## config.mk

```make
export PLATFORM = sky130hd
export DESIGN_NAME = tt_um_logic_counter
export DESIGN_NICKNAME = d
export VERILOG_FILES = /design/src/rtl/tt_logic_pkg.sv /design/src/rtl/tt_um_logic_counter_debounce_filter.sv /design/src/rtl/tt_um_logic_counter.sv
export SDC_FILE = /design/constraint.sdc
export NUM_CORES = 1
export LEC_CHECK = 0
export BUFFER_PORTS_ARGS = -buffer_cell sky130_fd_sc_hd__buf_4
export CAP_MARGIN = 20
export CORE_MARGIN = 4
export CORE_UTILIZATION = 55
export DETAILED_ROUTE_END_ITERATION = 10
export PLACE_DENSITY = 0.89
export SLEW_MARGIN = 20
export SYNTH_ARGS = -nofsm -noshare
export SYNTH_HDL_FRONTEND = slang
export SYNTH_HIERARCHICAL = 1
export SYNTH_SLANG_ARGS = --single-unit
```

## constraint.sdc

```tcl
create_clock -name clk -period 3.7 [get_ports clk]
set_clock_uncertainty 0.2 [all_clocks]
set_input_delay 1.11 -clock clk [delete_from_list [all_inputs] [get_ports clk]]
set_output_delay 1.11 -clock clk [all_outputs]
set_load 0.01 [all_outputs]
```

## src/rtl/tt_logic_pkg.sv

```systemverilog
// Shared definitions for the tt_um_logic_counter design: gate function
// encoding, pin-index constants and the gate evaluation helper.
package tt_logic_pkg;

  // Gate selected by ui_in[4:2].
  typedef enum logic [2:0] {
    FN_AND  = 3'd0,
    FN_OR   = 3'd1,
    FN_XOR  = 3'd2,
    FN_NAND = 3'd3,
    FN_NOR  = 3'd4,
    FN_XNOR = 3'd5,
    FN_A    = 3'd6,
    FN_B    = 3'd7
  } func_e;

  // ui_in bit positions
  localparam int unsigned PIN_A        = 0;
  localparam int unsigned PIN_B        = 1;
  localparam int unsigned PIN_FUNC_LSB = 2;
  localparam int unsigned PIN_CLR      = 5;
  localparam int unsigned PIN_HOLD     = 6;

  // uo_out bit positions
  localparam int unsigned PIN_OUT  = 0;
  localparam int unsigned PIN_RISE = 1;
  localparam int unsigned PIN_OVF  = 2;

  // Debounce counter width; wide enough for the largest legal DEBOUNCE_CYCLES (15).
  localparam int unsigned DCNT_W = 4;

  function automatic logic gate_eval(input func_e func, input logic a, input logic b);
    logic res;
    case (func)
      FN_AND:  res = a & b;
      FN_OR:   res = a | b;
      FN_XOR:  res = a ^ b;
      FN_NAND: res = ~(a & b);
      FN_NOR:  res = ~(a | b);
      FN_XNOR: res = ~(a ^ b);
      FN_A:    res = a;
      FN_B:    res = b;
      default: res = 1'b0;
    endcase
    return res;
  endfunction

endpackage

```

## src/rtl/tt_um_logic_counter_debounce_filter.sv

```systemverilog
// debounce_filter: passes din to dout only after din has disagreed with dout
// for DEBOUNCE_CYCLES consecutive enabled cycles. Shorter glitches are dropped.
// Ports:
//   clk   - clock
//   rst_n - asynchronous active-low reset (dout and count cleared)
//   en    - clock enable; 0 holds all state
//   din   - raw input
//   dout  - filtered, registered output
module debounce_filter
  import tt_logic_pkg::*;
#(
  parameter int unsigned DEBOUNCE_CYCLES = 4
) (
  input  logic clk,
  input  logic rst_n,
  input  logic en,
  input  logic din,
  output logic dout
);

  localparam logic [DCNT_W-1:0] LastCnt = DCNT_W'(DEBOUNCE_CYCLES - 1);

  logic [DCNT_W-1:0] dcnt_q, dcnt_d;
  logic              dout_q, dout_d;

  always_comb begin
    dcnt_d = dcnt_q;
    dout_d = dout_q;
    if (din == dout_q) begin
      dcnt_d = '0;
    end else if (dcnt_q == LastCnt) begin
      dout_d = din;
      dcnt_d = '0;
    end else begin
      dcnt_d = dcnt_q + DCNT_W'(1);
    end
  end

  always_ff @(posedge clk or negedge rst_n) begin
    if (!rst_n) begin
      dcnt_q <= '0;
      dout_q <= 1'b0;
    end else if (en) begin
      dcnt_q <= dcnt_d;
      dout_q <= dout_d;
    end
  end

  assign dout = dout_q;

endmodule

```

## src/rtl/tt_um_logic_counter.sv

```systemverilog
// tt_um_logic_counter: selectable two-input gate with synchronised inputs, a
// debounced registered output and an edge event counter on the uio pins.
// Optional build macro TT_LOGIC_BOTH_EDGES_EN: count both OUT transitions
// instead of rising edges only.
// Ports:
//   clk, rst_n, ena - clock, async active-low reset, global enable
//   ui_in           - [0]=A [1]=B [4:2]=FUNC [5]=CLR [6]=HOLD
//   uo_out          - [0]=OUT [1]=RISE pulse [2]=OVF sticky, rest 0
//   uio_in          - unused
//   uio_out         - event count in [CNT_W-1:0], rest 0
//   uio_oe          - all ones
module tt_um_logic_counter
  import tt_logic_pkg::*;
#(
  parameter int unsigned SYNC_STAGES     = 2,
  parameter int unsigned DEBOUNCE_CYCLES = 4,
  parameter int unsigned CNT_W           = 8
) (
  input  logic       clk,
  input  logic       rst_n,
  input  logic       ena,
  input  logic [7:0] ui_in,
  output logic [7:0] uo_out,
  input  logic [7:0] uio_in,
  output logic [7:0] uio_out,
  output logic [7:0] uio_oe
);

  // Input synchronisers: stage SYNC_STAGES-1 is the only copy the logic sees.
  logic [SYNC_STAGES-1:0][6:0] sync_q;

  always_ff @(posedge clk or negedge rst_n) begin
    if (!rst_n) begin
      sync_q <= '0;
    end else if (ena) begin
      sync_q[0] <= ui_in[6:0];
      for (int i = 1; i < int'(SYNC_STAGES); i++) begin
        sync_q[i] <= sync_q[i-1];
      end
    end
  end

  logic [6:0] s_in;
  logic       s_a, s_b, s_clr, s_hold;
  func_e      s_func;

  assign s_in   = sync_q[SYNC_STAGES-1];
  assign s_a    = s_in[PIN_A];
  assign s_b    = s_in[PIN_B];
  assign s_func = func_e'(s_in[PIN_FUNC_LSB +: 3]);
  assign s_clr  = s_in[PIN_CLR];
  assign s_hold = s_in[PIN_HOLD];

  logic raw, out;

  assign raw = gate_eval(s_func, s_a, s_b);

  debounce_filter #(
    .DEBOUNCE_CYCLES(DEBOUNCE_CYCLES)
  ) u_debounce (
    .clk  (clk),
    .rst_n(rst_n),
    .en   (ena),
    .din  (raw),
    .dout (out)
  );

  // Edge detection against the previous OUT; RISE and the count update land
  // one cycle after OUT changes.
  logic             out_prev_q, rise_q, ovf_q, ovf_d;
  logic [CNT_W-1:0] cnt_q, cnt_d;
  logic             edge_evt;

`ifdef TT_LOGIC_BOTH_EDGES_EN
  assign edge_evt = out ^ out_prev_q;
`else
  assign edge_evt = out & ~out_prev_q;
`endif

  localparam logic [CNT_W-1:0] CntMax = '1;

  always_comb begin
    cnt_d = cnt_q;
    ovf_d = ovf_q;
    if (s_clr) begin
      // CLR wins over any coincident edge
      cnt_d = '0;
      ovf_d = 1'b0;
    end else if (!s_hold && edge_evt) begin
      cnt_d = cnt_q + CNT_W'(1);
      if (cnt_q == CntMax) begin
        ovf_d = 1'b1;
      end
    end
  end

  always_ff @(posedge clk or negedge rst_n) begin
    if (!rst_n) begin
      out_prev_q <= 1'b0;
      rise_q     <= 1'b0;
      cnt_q      <= '0;
      ovf_q      <= 1'b0;
    end else if (ena) begin
      out_prev_q <= out;
      rise_q     <= edge_evt;
      cnt_q      <= cnt_d;
      ovf_q      <= ovf_d;
    end
  end

  logic [7:0] cnt_ext;

  always_comb begin
    cnt_ext            = '0;
    cnt_ext[CNT_W-1:0] = cnt_q;
  end

  always_comb begin
    uo_out           = '0;
    uo_out[PIN_OUT]  = out;
    uo_out[PIN_RISE] = rise_q;
    uo_out[PIN_OVF]  = ovf_q;
  end

  assign uio_out = cnt_ext;
  assign uio_oe  = 8'hFF;

  logic unused_in;
  assign unused_in = ^{uio_in, ui_in[7]};

endmodule

```

* Word level (Yosys, flattened, before mapping)
Cells that the tools add are included.
Word-level totals: register bits 30, latch bits 0, memory bits (writable) 0, memory bits (read-only) 0, bits of input ports 19, output and inout port bits 24, logic and storage cells 45, memories kept 0
Cells by class: add/sub/neg operators 2, $mul 0, div/mod/pow operators 0, $lt $le $gt $ge 0, equal/unequal tests 10, shifts and indexed selects 0, mux-type cells 8, bitwise logic cells 9, reductions and logical operators 8
Operator list (number):
- 8-bit 2-to-1 mux | 2
- 3-bit == test, second input constant | 4
- 8-bit by 1-bit adder with 8-bit output, second input constant | 1
- 8-bit == test, second input constant | 1
- 4-bit 2-to-1 mux | 2
- 1-bit case mux with 8 select lines | 1
- 3-bit by 2-bit == test with 1-bit output, second input constant | 2
- 3-bit AND reduction | 2
- 1-bit NOT | 5
- 4-bit by 1-bit adder with 4-bit output, second input constant | 1
- 4-bit by 2-bit == test with 1-bit output, second input constant | 1
- 2-bit nonzero test | 2
- 3-bit by 1-bit == test with 1-bit output, second input constant | 1
- 3-bit logical NOT | 1
- 1-bit 2-to-1 mux | 3
- 1-bit bitwise AND | 2
- 2-bit AND reduction | 1
- 1-bit == test | 1
- 1-bit logical AND | 1
- 1-bit logical NOT | 1
- 1-bit OR | 1
- 1-bit bitwise XOR | 1

* Depth between registers and ports, before layout
depth in word-level cells 6, gate-level depth with buffers 9, gate-level depth less buffers 9

* Cells and area by module
Netlist, hierarchy kept.
By module, submodules not included:
- tt_um_logic_counter | times used 1, cells an instance 116, area each 1267.5 um^2, seq. area each 625.6 um^2
- debounce_filter | times used 1, cells an instance 25, area each 274.0 um^2, seq. area each 125.1 um^2

* Least setup slack after synthesis
No wires, ideal clock.
path type input-to-reg, start point input port ena, end point register cnt_q[6] (netlist: uio_out[6]), library setup time 0.078 ns, arrival time 1.943 ns, data required time 3.422 ns, slack 1.480 ns, stages on the path 4, path buffers 0, path through and4bb_2 > nand3_1 > or3_1 > a21oi_1
On the way: word-level cells in the longest chain between the ends 1
Ends and longest elaborated chain:
- from (decl) | RTL line tt_um_logic_counter.sv:21 | input logic ena,
- 2-bit AND reduction (no line)
- to (signal assigned) | RTL line tt_um_logic_counter.sv:106 | cnt_q <= cnt_d;
- to (decl) | RTL line tt_um_logic_counter.sv:71 | logic [CNT_W-1:0] cnt_q, cnt_d;
Every way passes these cells. A chain may end at the register's enable or synchronous reset.

* Final worst setup path
start point register sync_q (netlist bit s_in[0]), end point register u_debounce.dcnt_q[0]
On the way: word-level cells in the longest chain between the ends 5, elaborated cells on any way between the ends 9, classes of those cells 1 x eq/ne; 2 x mux; 6 x bitwise
Ends and longest elaborated chain:
- from (decl) | RTL line tt_um_logic_counter.sv:30 | logic [SYNC_STAGES-1:0][6:0] sync_q;
- from (signal, indexed assignment) | RTL line tt_um_logic_counter.sv:38 | sync_q[i] <= sync_q[i-1];
- 1-bit bitwise XOR (tied with other cells) | RTL line tt_logic_pkg.sv:37, tt_logic_pkg.sv:40
- 1-bit NOT, on equally long branches | RTL line tt_logic_pkg.sv:40, tt_logic_pkg.sv:38, tt_logic_pkg.sv:39
- 1-bit case mux with 8 select lines (*) | RTL line tt_logic_pkg.sv:34 | case (func)
- net raw | RTL line tt_um_logic_counter.sv:54 | logic raw, out;
- 1-bit == test (*) | RTL line tt_um_logic_counter_debounce_filter.sv:29 | if (din == dout_q) begin
- 4-bit 2-to-1 mux (*) | RTL line tt_um_logic_counter_debounce_filter.sv:29
- to (signal assigned) | RTL line tt_um_logic_counter_debounce_filter.sv:44 | dcnt_q <= dcnt_d;
- to (decl) | RTL line tt_um_logic_counter_debounce_filter.sv:23 | logic [DCNT_W-1:0] dcnt_q, dcnt_d;
The timed path passes the listed nets; every way through them passes the cells marked *.

==> impl_metrics.py <==
metrics = {
    "outcome": {
        "status": "finished clean",
    },
    "floorplanning": {
        "dieArea_sq_um": 3710,
        "fp.coreArea_sq_um": 2570,
        "initial_core_util_pct": 60.0,
        "ios": 43,
        "die_h_um": 60.9,
        "die_w_um": 60.9,
        "row_count": 18,
    },
    "setup_path": {
        "path_class": "reg2reg",
        "crit_required_ps": 3730,
        "ff2ff_setup_slack_ps": 1270,
        "crit_path_max_incr_delay_ps": 450,
        "path_delay_family": "compound AO/OA/AOI/OAI gates",
        "cp-end-kind": "flop",
        "cp_num_buf_inv": 1,
        "r2r-start": "s_in[0]",
        "worstPathArrival_ps": 2460,
        "worstReg2RegEnd": "u_debounce/dcnt_q[0]",
        "r2r_cells": 7,
        "worstSetupStartpointType": "flop",
        "crit_slowest_cell": "mux4_2",
        "cp.depth": 7,
        "crit_start": "s_in[0]",
        "cp_max_fo": 4,
        "crit_path_end": "u_debounce/dcnt_q[0]",
        "cp_cell_sequence": "inv_1 -> ha_1 -> mux4_2 -> a21oi_1 -> xor2_2 -> nand2_2 -> o31ai_1",
    },
    "logic_synthesis": {
        "synth_cell_types": 38,
        "yosys_warnings": 6,
        "ys_ff_latch": 30,
        "synthCells": 141,
        "avgSynthCellArea_sq_um": 10.9,
        "synth_edf_count": 0,
        "synthFlopType": "dfrtp_1",
        "async_flop_share_pct": 100,
        "seq_area_frac_synth_pct": 48.7,
        "synth_area_sq_um": 1540,
    },
    "finish": {
        "n_antenna_cell": 0,
        "drive_gt1_share_pct": 28.7,
        "areaGrowthSynthToFinish_pct": 9.25,
        "nets": 183,
    },
    "clock_network": {
        "clockBufferDepth": 2,
        "cts_sinks": 30,
        "root_buffer": "clkbuf_4",
        "cts-hold-fix-buffers": 0,
        "post_cts_resized": 0,
        "clk_latency_ps": 330,
        "cts_buffers": 5,
        "h-tree-depth": 2,
        "clkTransAtPathRegs_ps": 90,
        "cts_tree": "yes",
        "cts_setup_buffers": 0,
    },
    "sta": {
        "fmax_mhz": 411,
        "finalSetupTns_ps": 0,
        "setup_viol": 0,
        "hold_violations": 0,
        "post-route-period-util_pct": 65.7,
        "hold_ws_ps": 297,
        "grt_setup_unrepaired": "no",
        "slew_violations": 0,
        "period_needed_ps": 2430,
    },
    "place": {
        "port-buffer-count": 20,
        "place_congestion": 0.795,
        "dp_hpwl_um": 1950,
    },
    "route": {
        "vias": 1036,
        "drt_iter0_drc": 57,
        "wirelength_um": 2700,
        "antenna_left": 0,
        "first_pass_iters": 4,
        "routed_via_density": 5.45,
        "post-route-drc-count": 0,
        "wl_per_cell_um": 14.2,
    },
    "worst_hold_path": {
        "hold_depth": 2,
        "hold_class": "reg2reg",
    },
    "global_route": {
        "grt_pass1_wl_um": 4720,
        "grt_max_degree": 32,
        "grt_usage_pct": 17.9,
        "antenna_found_initial": 0,
        "grt_pass1_vias": 1034,
        "grt-ovfl-total": 0,
    },
    "power": {
        "powerDensity_nw_per_um2": 501,
        "leakagePower_nw": 0.780,
        "irDropWorstVdd_v": 0.000332,
        "p_total_w": 0.000844,
    },
    "flow_run": {
        "cap_violations": 0,
    },
}
==> metal layers <==
metal,GRT usage [%],wire (um),vias to the layer above
met5,0,0,-
met4,8.67,58,0
met3,6.38,175,7
met2,29.3,1380,35
met1,20.8,1090,495
li1,-,-,499
==> registers in the layout, indices dropped and copies added (netlist names) <==
register / count
u_debounce/dout: 1
sync_q: 7
u_debounce/dcnt_q: 4
rise_q: 1
out_prev_q: 1
ovf_q: 1
s_in: 7
uio_out: 8
==> cells by family after synthesis <==
| group | after synthesis | synth area share [%] |
|---|---|---|
| fa+ha+maj | 4 | 3.25 |
| buf+inv | 28 | 10.7 |
| xor+xnor | 5 | 3.33 |
| simple gates | 36 | 13.0 |
| compound gates | 21 | 8.85 |
| flops | 30 | 48.7 |
| other cells | 2 | 0.487 |
| mux | 15 | 11.7 |
==> stage by stage <==
stage               area, sq um  instances  utilization [%]  setup WS, ps
finish                     1680        190             65.6          1270
global placement           1640        183             63.8          1070
global route               1680        190             65.6          1130
CTS                        1680        190             65.6          1270
floorplan                  1580        152                -          1480
detailed placement         1640        183             63.8          1050
==> cell usage after synthesis, types with 4 or more instances <==
| cell type | n | share of area, % |
|---|---|---|
| nor2_1 | 7 | 1.7 |
| o21ai_0 | 6 | 1.9 |
| nand2_1 | 7 | 1.7 |
| inv_1 | 9 | 2.2 |
| buf_4 | 16 | 7.8 |
| mux2_2 | 14 | 10 |
| nand3_1 | 7 | 2.3 |
| ha_1 | 4 | 3.2 |
| a21oi_1 | 4 | 1.3 |
| dfrtp_1 | 30 | 49 |
==> worst reg2reg max path, stage by stage (launching register included) <==
cell and delay [ps]:
dfrtp_1 380, inv_1 80, ha_1 330, mux4_2 450, a21oi_1 270, xor2_2 260, nand2_2 120, o31ai_1 240
==> cell usage in the layout (no fill, tap or decap), types with 2 or more instances in the layout <==
cell type / netlist / layout
a21oi_1: 4 / 4
buf_4: 16 / 20
clkbuf_1: 2 / 2
clkbuf_4: 0 / 5
conb_1: 2 / 13
dfrtp_1: 30 / 30
ha_1: 4 / 4
inv_1: 9 / 9
mux2_2: 14 / 14
nand2_1: 7 / 7
nand3_1: 7 / 7
nand4_1: 2 / 2
nor2_1: 7 / 7
nor3_1: 2 / 2
o21ai_0: 6 / 6
o22ai_1: 2 / 2
o31ai_1: 2 / 2
or3_1: 2 / 2
xnor2_1: 2 / 2
xor2_1: 2 / 2
==> power breakdown <==
group | switching (W) | total [W] | internal [W]
clock | 0.000105 | 0.000177 | 0.0000715
sequential | 0.0000611 | 0.000444 | 0.000382
combinational | 0.000109 | 0.000224 | 0.000114
==> cell type report <==
cell class                      count  area [sq um]
Sequential cell                    30           751
Clock buffer                        7          45.0
Inverter                            9          33.8
Tap cell                           30          37.5
Fill cell                         205           883
Timing Repair Buffer               20           150
Multi-Input combinational cell     94           667
==> how the worst min path moves through the flow <==
stage               start  endpoint
floorplan           ovf_q     ovf_q
global placement    ovf_q     ovf_q
CTS                 ovf_q     ovf_q
global route        ovf_q     ovf_q
finish              ovf_q     ovf_q
detailed placement  ovf_q     ovf_q
Power figures use the tool's default switching activity.
